**config.mk**
```make
export PLATFORM = sky130hd
export DESIGN_NAME = ws2812b_rx_flat
export DESIGN_NICKNAME = d
export VERILOG_FILES = /design/src/rtl/ws2812b_rx_if.sv /design/src/rtl/ws2812b_rx.sv /design/src/flat_wrapper.sv
export SDC_FILE = /design/constraint.sdc
export NUM_CORES = 1
export LEC_CHECK = 0
export BUFFER_PORTS_ARGS = -buffer_cell sky130_fd_sc_hd__buf_2
export CORE_MARGIN = 1.5
export CORE_UTILIZATION = 25
export DETAILED_ROUTE_END_ITERATION = 10
export PLACE_DENSITY_LB_ADDON = 0.05
export SETUP_SLACK_MARGIN = 0.4
export SKIP_CTS_REPAIR_TIMING = 1
export SYNTH_ARGS = -nofsm -noshare
export SYNTH_HDL_FRONTEND = slang
export SYNTH_SLANG_ARGS = --single-unit
```
**constraint.sdc**
```tcl
create_clock -name clk -period 2.28 [get_ports clk]
set_input_delay 0.114 -clock clk [delete_from_list [all_inputs] [get_ports clk]]
set_output_delay 0.114 -clock clk [all_outputs]
set_load 0.05 [all_outputs]
```
**src/rtl/ws2812b_rx_if.sv**
```systemverilog
// ws2812b_rx_if: serial line plus received-word handshake for the WS2812B receiver.
// The master modport is the receiver side (drives the word, valid and status flags);
// the slave modport is the line driver / word consumer side.
interface ws2812b_rx_if;
  logic        din;
  logic [23:0] data_out;
  logic        valid;
  logic        ready;
  logic        latch;
  logic        overrun;
  logic        err;

  modport master (
    input  din,
    input  ready,
    output data_out,
    output valid,
    output latch,
    output overrun,
    output err
  );

  modport slave (
    output din,
    output ready,
    input  data_out,
    input  valid,
    input  latch,
    input  overrun,
    input  err
  );
endinterface

```
**src/rtl/ws2812b_rx.sv**
```systemverilog
// ws2812b_rx: WS2812B single-wire receiver.
// Synchronizes the NRZ line, measures each high pulse against a width threshold,
// assembles MSB-first 24-bit words, presents them on a valid/ready handshake and
// pulses latch on a reset gap. Optional pulse-width checking is compiled in with
// the macro WS2812B_RX_ERR_EN; without it err is constant 0.
module ws2812b_rx #(
  parameter int CLOCK_MHZ = 64,
  parameter int THRESH_NS = 600,
  parameter int RESET_NS  = 50_000
) (
  input  logic         clk,
  input  logic         rst,
  ws2812b_rx_if.master bus
);

  // Cycle constants, rounded to the nearest clock.
  localparam logic [15:0] C_THRESH = 16'((THRESH_NS * CLOCK_MHZ + 500) / 1000);
  localparam logic [15:0] C_RESET  = 16'((RESET_NS  * CLOCK_MHZ + 500) / 1000);
  localparam logic [15:0] C_SAT    = 16'hFFFF;
`ifdef WS2812B_RX_ERR_EN
  localparam logic [15:0] C_MIN    = 16'((150  * CLOCK_MHZ + 500) / 1000);
  localparam logic [15:0] C_MAXH   = 16'((2000 * CLOCK_MHZ + 500) / 1000);
`endif

  typedef enum logic [1:0] {
    ST_SYNC = 2'd0,
    ST_LOW  = 2'd1,
    ST_HIGH = 2'd2
  } state_t;

  state_t      r_state;
  logic        r_meta;
  logic        r_sync;
  logic        r_line;
  logic [15:0] r_cnt;
  logic [4:0]  r_bitcnt;
  logic [23:0] r_shift;
  logic [23:0] r_data;
  logic        r_valid;
  logic        r_latch;
  logic        r_overrun;
`ifdef WS2812B_RX_ERR_EN
  logic        r_err;
`endif

  logic [15:0] w_cnt_inc;
  logic        w_bit;
  logic [23:0] w_word;
  logic        w_take;
  logic        w_last_bit;
  logic        w_short;
  logic        w_long;

  // Saturating counter step, bit decision and handshake/pulse-check qualifiers.
  always_comb begin
    w_cnt_inc  = (r_cnt == C_SAT) ? r_cnt : (r_cnt + 16'd1);
    w_bit      = (r_cnt >= C_THRESH);
    w_word     = {r_shift[22:0], w_bit};
    w_take     = r_valid & bus.ready;
    w_last_bit = (r_bitcnt == 5'd23);
`ifdef WS2812B_RX_ERR_EN
    w_short    = (r_cnt < C_MIN);
    w_long     = (r_cnt >= C_MAXH);
`else
    w_short    = 1'b0;
    w_long     = 1'b0;
`endif
  end

  // Two-flop synchronizer on din, followed by the sample stage the FSM edge-detects on.
  always_ff @(posedge clk or posedge rst) begin
    if (rst) begin
      r_meta <= 1'b0;
      r_sync <= 1'b0;
      r_line <= 1'b0;
    end else begin
      r_meta <= bus.din;
      r_sync <= r_meta;
      r_line <= r_sync;
    end
  end

  // Line FSM: measures pulses, assembles words and drives the registered outputs.
  // Counters count samples, so an N-cycle pulse leaves r_cnt == N at its end.
  always_ff @(posedge clk or posedge rst) begin
    if (rst) begin
      r_state   <= ST_SYNC;
      r_cnt     <= 16'd0;
      r_bitcnt  <= 5'd0;
      r_shift   <= 24'd0;
      r_data    <= 24'd0;
      r_valid   <= 1'b0;
      r_latch   <= 1'b0;
      r_overrun <= 1'b0;
`ifdef WS2812B_RX_ERR_EN
      r_err     <= 1'b0;
`endif
    end else begin
      r_latch <= 1'b0;
`ifdef WS2812B_RX_ERR_EN
      r_err   <= 1'b0;
`endif
      // A consume clears valid unless a word completes below in the same cycle.
      if (w_take) begin
        r_valid <= 1'b0;
      end

      case (r_state)
        // Wait for the first full reset gap; anything high restarts the wait.
        ST_SYNC: begin
          if (r_line) begin
            r_cnt <= 16'd0;
          end else begin
            if (r_cnt == C_RESET) begin
              r_state <= ST_LOW;
            end
            r_cnt <= w_cnt_inc;
          end
        end

        // Low time between pulses; a long enough low is a latch gap.
        ST_LOW: begin
          if (r_line) begin
            r_state <= ST_HIGH;
            r_cnt   <= 16'd1;
          end else begin
            if (r_cnt == C_RESET) begin
              r_latch  <= 1'b1;
              r_bitcnt <= 5'd0;
            end
            r_cnt <= w_cnt_inc;
          end
        end

        // High pulse: measure width, decode on the falling edge.
        ST_HIGH: begin
          if (r_line) begin
            if (w_long) begin
`ifdef WS2812B_RX_ERR_EN
              r_err <= 1'b1;
`endif
              r_bitcnt <= 5'd0;
              r_state  <= ST_SYNC;
              r_cnt    <= 16'd0;
            end else begin
              r_cnt <= w_cnt_inc;
            end
          end else if (w_short) begin
`ifdef WS2812B_RX_ERR_EN
            r_err <= 1'b1;
`endif
            r_bitcnt <= 5'd0;
            r_state  <= ST_SYNC;
            r_cnt    <= 16'd1;
          end else begin
            r_shift <= w_word;
            r_state <= ST_LOW;
            r_cnt   <= 16'd1;
            if (w_last_bit) begin
              r_bitcnt <= 5'd0;
              if (r_valid && !bus.ready) begin
                r_overrun <= 1'b1;
              end else begin
                r_data  <= w_word;
                r_valid <= 1'b1;
              end
            end else begin
              r_bitcnt <= r_bitcnt + 5'd1;
            end
          end
        end

        default: begin
          r_state  <= ST_SYNC;
          r_cnt    <= 16'd0;
          r_bitcnt <= 5'd0;
        end
      endcase
    end
  end

  assign bus.data_out = r_data;
  assign bus.valid    = r_valid;
  assign bus.latch    = r_latch;
  assign bus.overrun  = r_overrun;
`ifdef WS2812B_RX_ERR_EN
  assign bus.err      = r_err;
`else
  assign bus.err      = 1'b0;
`endif

endmodule
```
**src/flat_wrapper.sv**
```systemverilog
// flat-port wrapper written by rule: the top's interface ports become plain ports
module ws2812b_rx_flat 
#(
  parameter int CLOCK_MHZ = 64,
  parameter int THRESH_NS = 600,
  parameter int RESET_NS  = 50_000
)
  (clk, rst, bus_din, bus_ready, bus_data_out, bus_valid, bus_latch, bus_overrun, bus_err);
  ws2812b_rx_if bus_i ();
  input  logic clk;
  input  logic rst;
  input wire logic [$bits(bus_i.din)-1:0] bus_din;
  input wire logic [$bits(bus_i.ready)-1:0] bus_ready;
  output wire logic [$bits(bus_i.data_out)-1:0] bus_data_out;
  output wire logic [$bits(bus_i.valid)-1:0] bus_valid;
  output wire logic [$bits(bus_i.latch)-1:0] bus_latch;
  output wire logic [$bits(bus_i.overrun)-1:0] bus_overrun;
  output wire logic [$bits(bus_i.err)-1:0] bus_err;
  assign bus_i.din = bus_din;
  assign bus_i.ready = bus_ready;
  assign bus_data_out = bus_i.data_out;
  assign bus_valid = bus_i.valid;
  assign bus_latch = bus_i.latch;
  assign bus_overrun = bus_i.overrun;
  assign bus_err = bus_i.err;
  ws2812b_rx #(.CLOCK_MHZ(CLOCK_MHZ), .THRESH_NS(THRESH_NS), .RESET_NS(RESET_NS)) u_core (.clk(clk), .rst(rst), .bus(bus_i));
endmodule
```
=== After elaboration in Yosys (flattened, before gate mapping) ===
Index checks and enable logic that the tools add are counted.

* Multiplexer cells: 23
* Reduce and logical (&&, ||, !) cells: 8
* $add $sub $neg: 2
* Shift-type cells: 0
* Div/mod/pow operators: 0
* Magnitude comparators: 1
* Equal/unequal tests: 11
* Multiply operators: 0
* Bitwise logic cells: 4

{| class="wikitable"
|+ Operator list
! kind !! number
|-
| two-way mux 16 bit || 4
|-
| one-hot mux 16 bit (3 select lines) || 1
|-
| two-way mux 5 bit || 4
|-
| adder 16 x 1 -> 16 bit, second input constant || 1
|-
| == test 16 x 12 -> 1 bit, second input constant || 1
|-
| == test 16 bit, second input constant || 1
|-
| greater-or-equal comparator 16 x 6 -> 1 bit, second input constant || 1
|-
| AND reduction 4 bit || 4
|-
| one-hot mux 5 bit (3 select lines) || 1
|-
| two-way mux 1 bit || 8
|-
| two-way mux 2 bit || 4
|-
| != test 2 x 1 -> 1 bit, second input constant || 3
|-
| != test 2 bit, second input constant || 3
|-
| one-hot mux 2 bit (3 select lines) || 1
|-
| adder 5 x 1 -> 5 bit, second input constant || 1
|-
| == test 5 bit, second input constant || 1
|-
| inverter 1 bit || 3
|-
| == test 2 x 1 -> 1 bit, second input constant || 1
|-
| == test 2 bit, second input constant || 1
|-
| logical NOT 2 bit || 1
|-
| AND reduction 2 bit || 1
|-
| AND 1 bit || 1
|-
| logical AND 1 bit || 1
|-
| logical NOT 1 bit || 1
|}

* Input port bits: 4
* Memory bits (writable): 0
* Memory bits (read-only): 0
* Bits in registers: 76
* Bits in latches: 0
* Memories kept: 0

=== Logic depth before layout (Yosys ltp) ===
* Depth after elaboration: 6
* Mapped depth: 6
* Depth with buffers taken out: 6

=== Least setup slack after synthesis ===
Ideal clock, no wire load.

* Path kind: register to register
* Start: reg u_core.r_cnt[1]
* End: reg u_core.r_cnt[0]
* Cell stages (with the launch flop): 7
* Arrival time: 1.716 ns
* Clock period less this slack: 1.799 ns
* Setup slack: 0.481 ns
* Setup time: 0.082 ns
* Path through: dfrtp_1 > ha_1 > nand3_2 > nor4_2 > buf_4 > mux2_1 > o22ai_1

* Word-level cells in the longest chain between the ends: 4

{| class="wikitable"
|+ RTL lines
! element !! line !! RTL
|-
| from (decl) || ws2812b_rx.sv:35 || <nowiki>logic [15:0] r_cnt;</nowiki>
|-
| from (signal assigned) || ws2812b_rx.sv:117 || <nowiki>r_cnt <= w_cnt_inc;</nowiki>
|-
| from (signal assigned) || ws2812b_rx.sv:131 || <nowiki>r_cnt <= w_cnt_inc;</nowiki>
|-
| from (signal assigned) || ws2812b_rx.sv:146 || <nowiki>r_cnt <= w_cnt_inc;</nowiki>
|-
| == test 16 bit (*) || ws2812b_rx.sv:56 || <nowiki>w_cnt_inc = (r_cnt == C_SAT) ? r_cnt : (r_cnt + 16'd1);</nowiki>
|-
| two-way mux 16 bit (*) || ws2812b_rx.sv:56 ||
|-
| two-way mux 16 bit (on tied branches) || ws2812b_rx.sv:137, ws2812b_rx.sv:111, ws2812b_rx.sv:123 ||
|-
| one-hot mux 16 bit (3 select lines) (*) || ws2812b_rx.sv:108 || <nowiki>case (r_state)</nowiki>
|}

Every way passes the cells marked *; elsewhere a longest branch is shown, timed or not.
A chain may end at the register's enable or synchronous reset.

=== Worst setup path in the final report ===
* Start: reg u_core.r_cnt[1]
* End: reg u_core.r_cnt[10]

* Word-level cells in the longest chain between the ends: 4

{| class="wikitable"
|+ RTL lines
! element !! line
|-
| adder 16 x 1 -> 16 bit or == test 16 bit (tied branches) || ws2812b_rx.sv:56
|-
| two-way mux 16 bit (*) || ws2812b_rx.sv:56
|-
| two-way mux 16 bit (on tied branches) || ws2812b_rx.sv:137, ws2812b_rx.sv:111, ws2812b_rx.sv:123
|-
| one-hot mux 16 bit (3 select lines) (*) || ws2812b_rx.sv:108
|}

Marks and branches as above.

==> flow_metrics.tcl <==
set metrics [dict create \
    status "finished, violations left" \
    violations "negative hold slack" \
    fin_tns_setup_ns 0 \
    netlist_area_mm2 0.00339 \
    grt_usage_pct 10.9 \
    core_mm2 0.0132 \
    ios 32 \
    ys_types 50 \
    overflow 0 \
    antenna_found_initial 0 \
    first_iter_violations 134 \
    p_leak_nw 1.99 \
    criticalPathCategory "flip-flop to flip-flop" \
    nets 324 \
    clock_path_buffers 2 \
    drt-pass1-iter-count 4 \
    hold_class "primary input to async pin" \
    ant_nets 0 \
    critPathLaunchType "flip-flop" \
    synthArstFlopShare_pct 100 \
    cts_tree "built" \
    slew_headroom_pct 40.5 \
    io_buffers 30 \
    synthMuxAreaShare_pct 16.5 \
    synth-compound-area-share_pct 7.82 \
    rsz0062_at_grt "true" \
    yosys.area_share.simple_pct 15.2 \
    worstSkewPairLatency_ns 0.34 \
    clk_pin_slew_worst_paths_ns 0.06 \
    finalSetupViolCount 0 \
    place_inst 476 \
    hold_slack_ns -0.0465 \
    cp.arrival_ns 2.06 \
    drv_cap 0 \
    wl_um 7230 \
    end_kind "flip-flop" \
    synth_ff_type "dfrtp_1" \
    gp_congestion 0.721 \
    fin_ws_ns 0.475 \
    synthCells 275 \
    worst_clock_skew_ns 0.00790 \
    ctsRootBufferMaster "clkbuf_16" \
    drv_slew 0 \
    first_global_vias 2237 \
    cts_max_level 3 \
    synthAdderAreaFrac_pct 1.47 \
    fp.dieH_um 120 \
    synth-seq-cells 76 \
    antenna_cells 0 \
    start_util_pct 25.6 \
    place_hpwl_um 4570 \
    post-place-ws_ns 0.232 \
    reg2reg_setup_slack_ns 0.47 \
    yosysSeqAreaShare_pct 56.0 \
    synth-xor-area-share_pct 0 \
    yosysWarnings 0 \
    fp-row-count 42 \
    post-route-period-util_pct 79.2 \
    crit_fanout 9 \
    vias_per_cell 4.60 \
    fmax_mhz 554 \
    tightest_slew_ns 0.890 \
    grt_max_degree 39 \
    power_density_mw_per_mm2 660 \
    die-area_mm2 0.0143 \
    synth_nets 283 \
    synth_edf_count 0 \
    clkSinkCount 76 \
    required_ns 2.54 \
    routedWlPerCell_um 14.5 \
    cts_made_buffers 9 \
    fin_crit_ns 1.81 \
    drc 0 \
    fin_cells 497 \
    syn_avg_cell_area_um2 12.3 \
    power_mw 2.76 \
    grt_first_pass_wirelength_um 12000 \
    synth_top_family_by_area "multiplexers" \
    syn2layout_area_growth_pct 23.1 \
    vdd_drop_max_v 0.000497 \
    hold_violations 36 \
    drive_gt1_share_pct 32.4 \
    die_x_um 120 \
    num_vias 2287 \
]
[power by group]
part	switching (mW)	internal, mW
clock	0.577	0.737
combinational	0.0510	0.0213
sequential	0.0146	1.36
[layout make-up]
| cell class | instances | area (um^2) |
|---|---|---|
| clock inverter | 6 | 40.0 |
| timing repair buffer | 42 | 285 |
| inverter | 8 | 33.8 |
| multi-input combinational | 179 | 1460 |
| fill | 1388 | 9060 |
| sequential | 76 | 1910 |
| tap | 176 | 220 |
| clock buffer | 10 | 229 |
[worst max-delay path: stages (launching register included)]
cell     delay (ns)
dfrtp_2        0.43
ha_2           0.24
nand3_4        0.13
or2_1          0.27
or4_1          0.50
a21oi_1        0.15
[kinds of logic after synthesis]
| group | after synthesis |
|---|---|
| compound gates | 40 |
| fa+ha+maj | 4 |
| buf+inv | 20 |
| flops | 76 |
| mux | 50 |
| other cells | 1 |
| simple gates | 84 |
[state kept, by name, indices dropped and copies added, names as in the netlist]
name / count
u_core.r_bitcnt: 5
u_core.bus.valid: 1
u_core.bus.overrun: 1
u_core.r_shift: 23
u_core.bus.latch: 1
u_core.r_line: 1
u_core.r_sync: 1
u_core.r_state: 2
u_core.r_cnt: 16
u_core.r_meta: 1
u_core.bus.data_out: 24
[through the flow]
stage | instance area (um^2) | hold WS [ns] | utilization [%]
6_report | 4180 | -0.0465 | 31.5
5_1_grt | 4180 | 0.0254 | 31.5
4_1_cts | 4050 | -0.135 | 30.6
3_5_place_dp | 3780 | 0.225 | 28.5
3_3_place_gp | 3780 | 0.225 | 28.5
2_1_floorplan | 3400 | 0.145 | -
[layout by cell type (no fill, tap or decap), types with 7 or more instances in the layout]
cell       instances
buf_2             30
inv_1              7
nand3_1            9
nor2_1            10
mux2_2            26
buf_4              8
clkbuf_16         10
a21oi_1            9
o21ai_0            7
mux2_1            22
nand2_1           16
dfrtp_1           70
[path summary, 6_finish.rpt]
check | start | end | depth (start not counted)
worst max-delay path | u_core.r_cnt[1] | u_core.r_cnt[10] | 5
worst min-delay path | rst | u_core.bus.data_out[1] | 2
worst max register to register | u_core.r_cnt[1] | u_core.r_cnt[10] | 5
worst min register to register | u_core.r_sync | u_core.r_line | 0
max in group asynchronous | rst | u_core.bus.data_out[8] | 3
min in group clk | bus_ready | u_core.bus.valid | 3
[cells in the mapped netlist, types with 5 or more instances]
cell type	n	share of area [%]
nand3_1	10	1.5
o21ai_0	7	1.0
or4_1	5	1.1
nor3_1	6	0.88
nor2_1	10	1.1
mux2_2	26	8.6
nand2_1	16	1.8
nand2b_1	6	1.1
a21oi_1	9	1.3
dfrtp_1	76	56
mux2_1	22	7.3
inv_1	8	0.88
[per-layer routing]
metal / up-vias / routed length (um) / GRT usage [%]
li1: 1093 / - / -
met1: 1139 / 3460 / 14.5
met2: 47 / 3290 / 15.8
met3: 8 / 325 / 4.04
met4: 0 / 148 / 4.61
met5: - / 0 / 0
(Power assumes the default switching activity.)
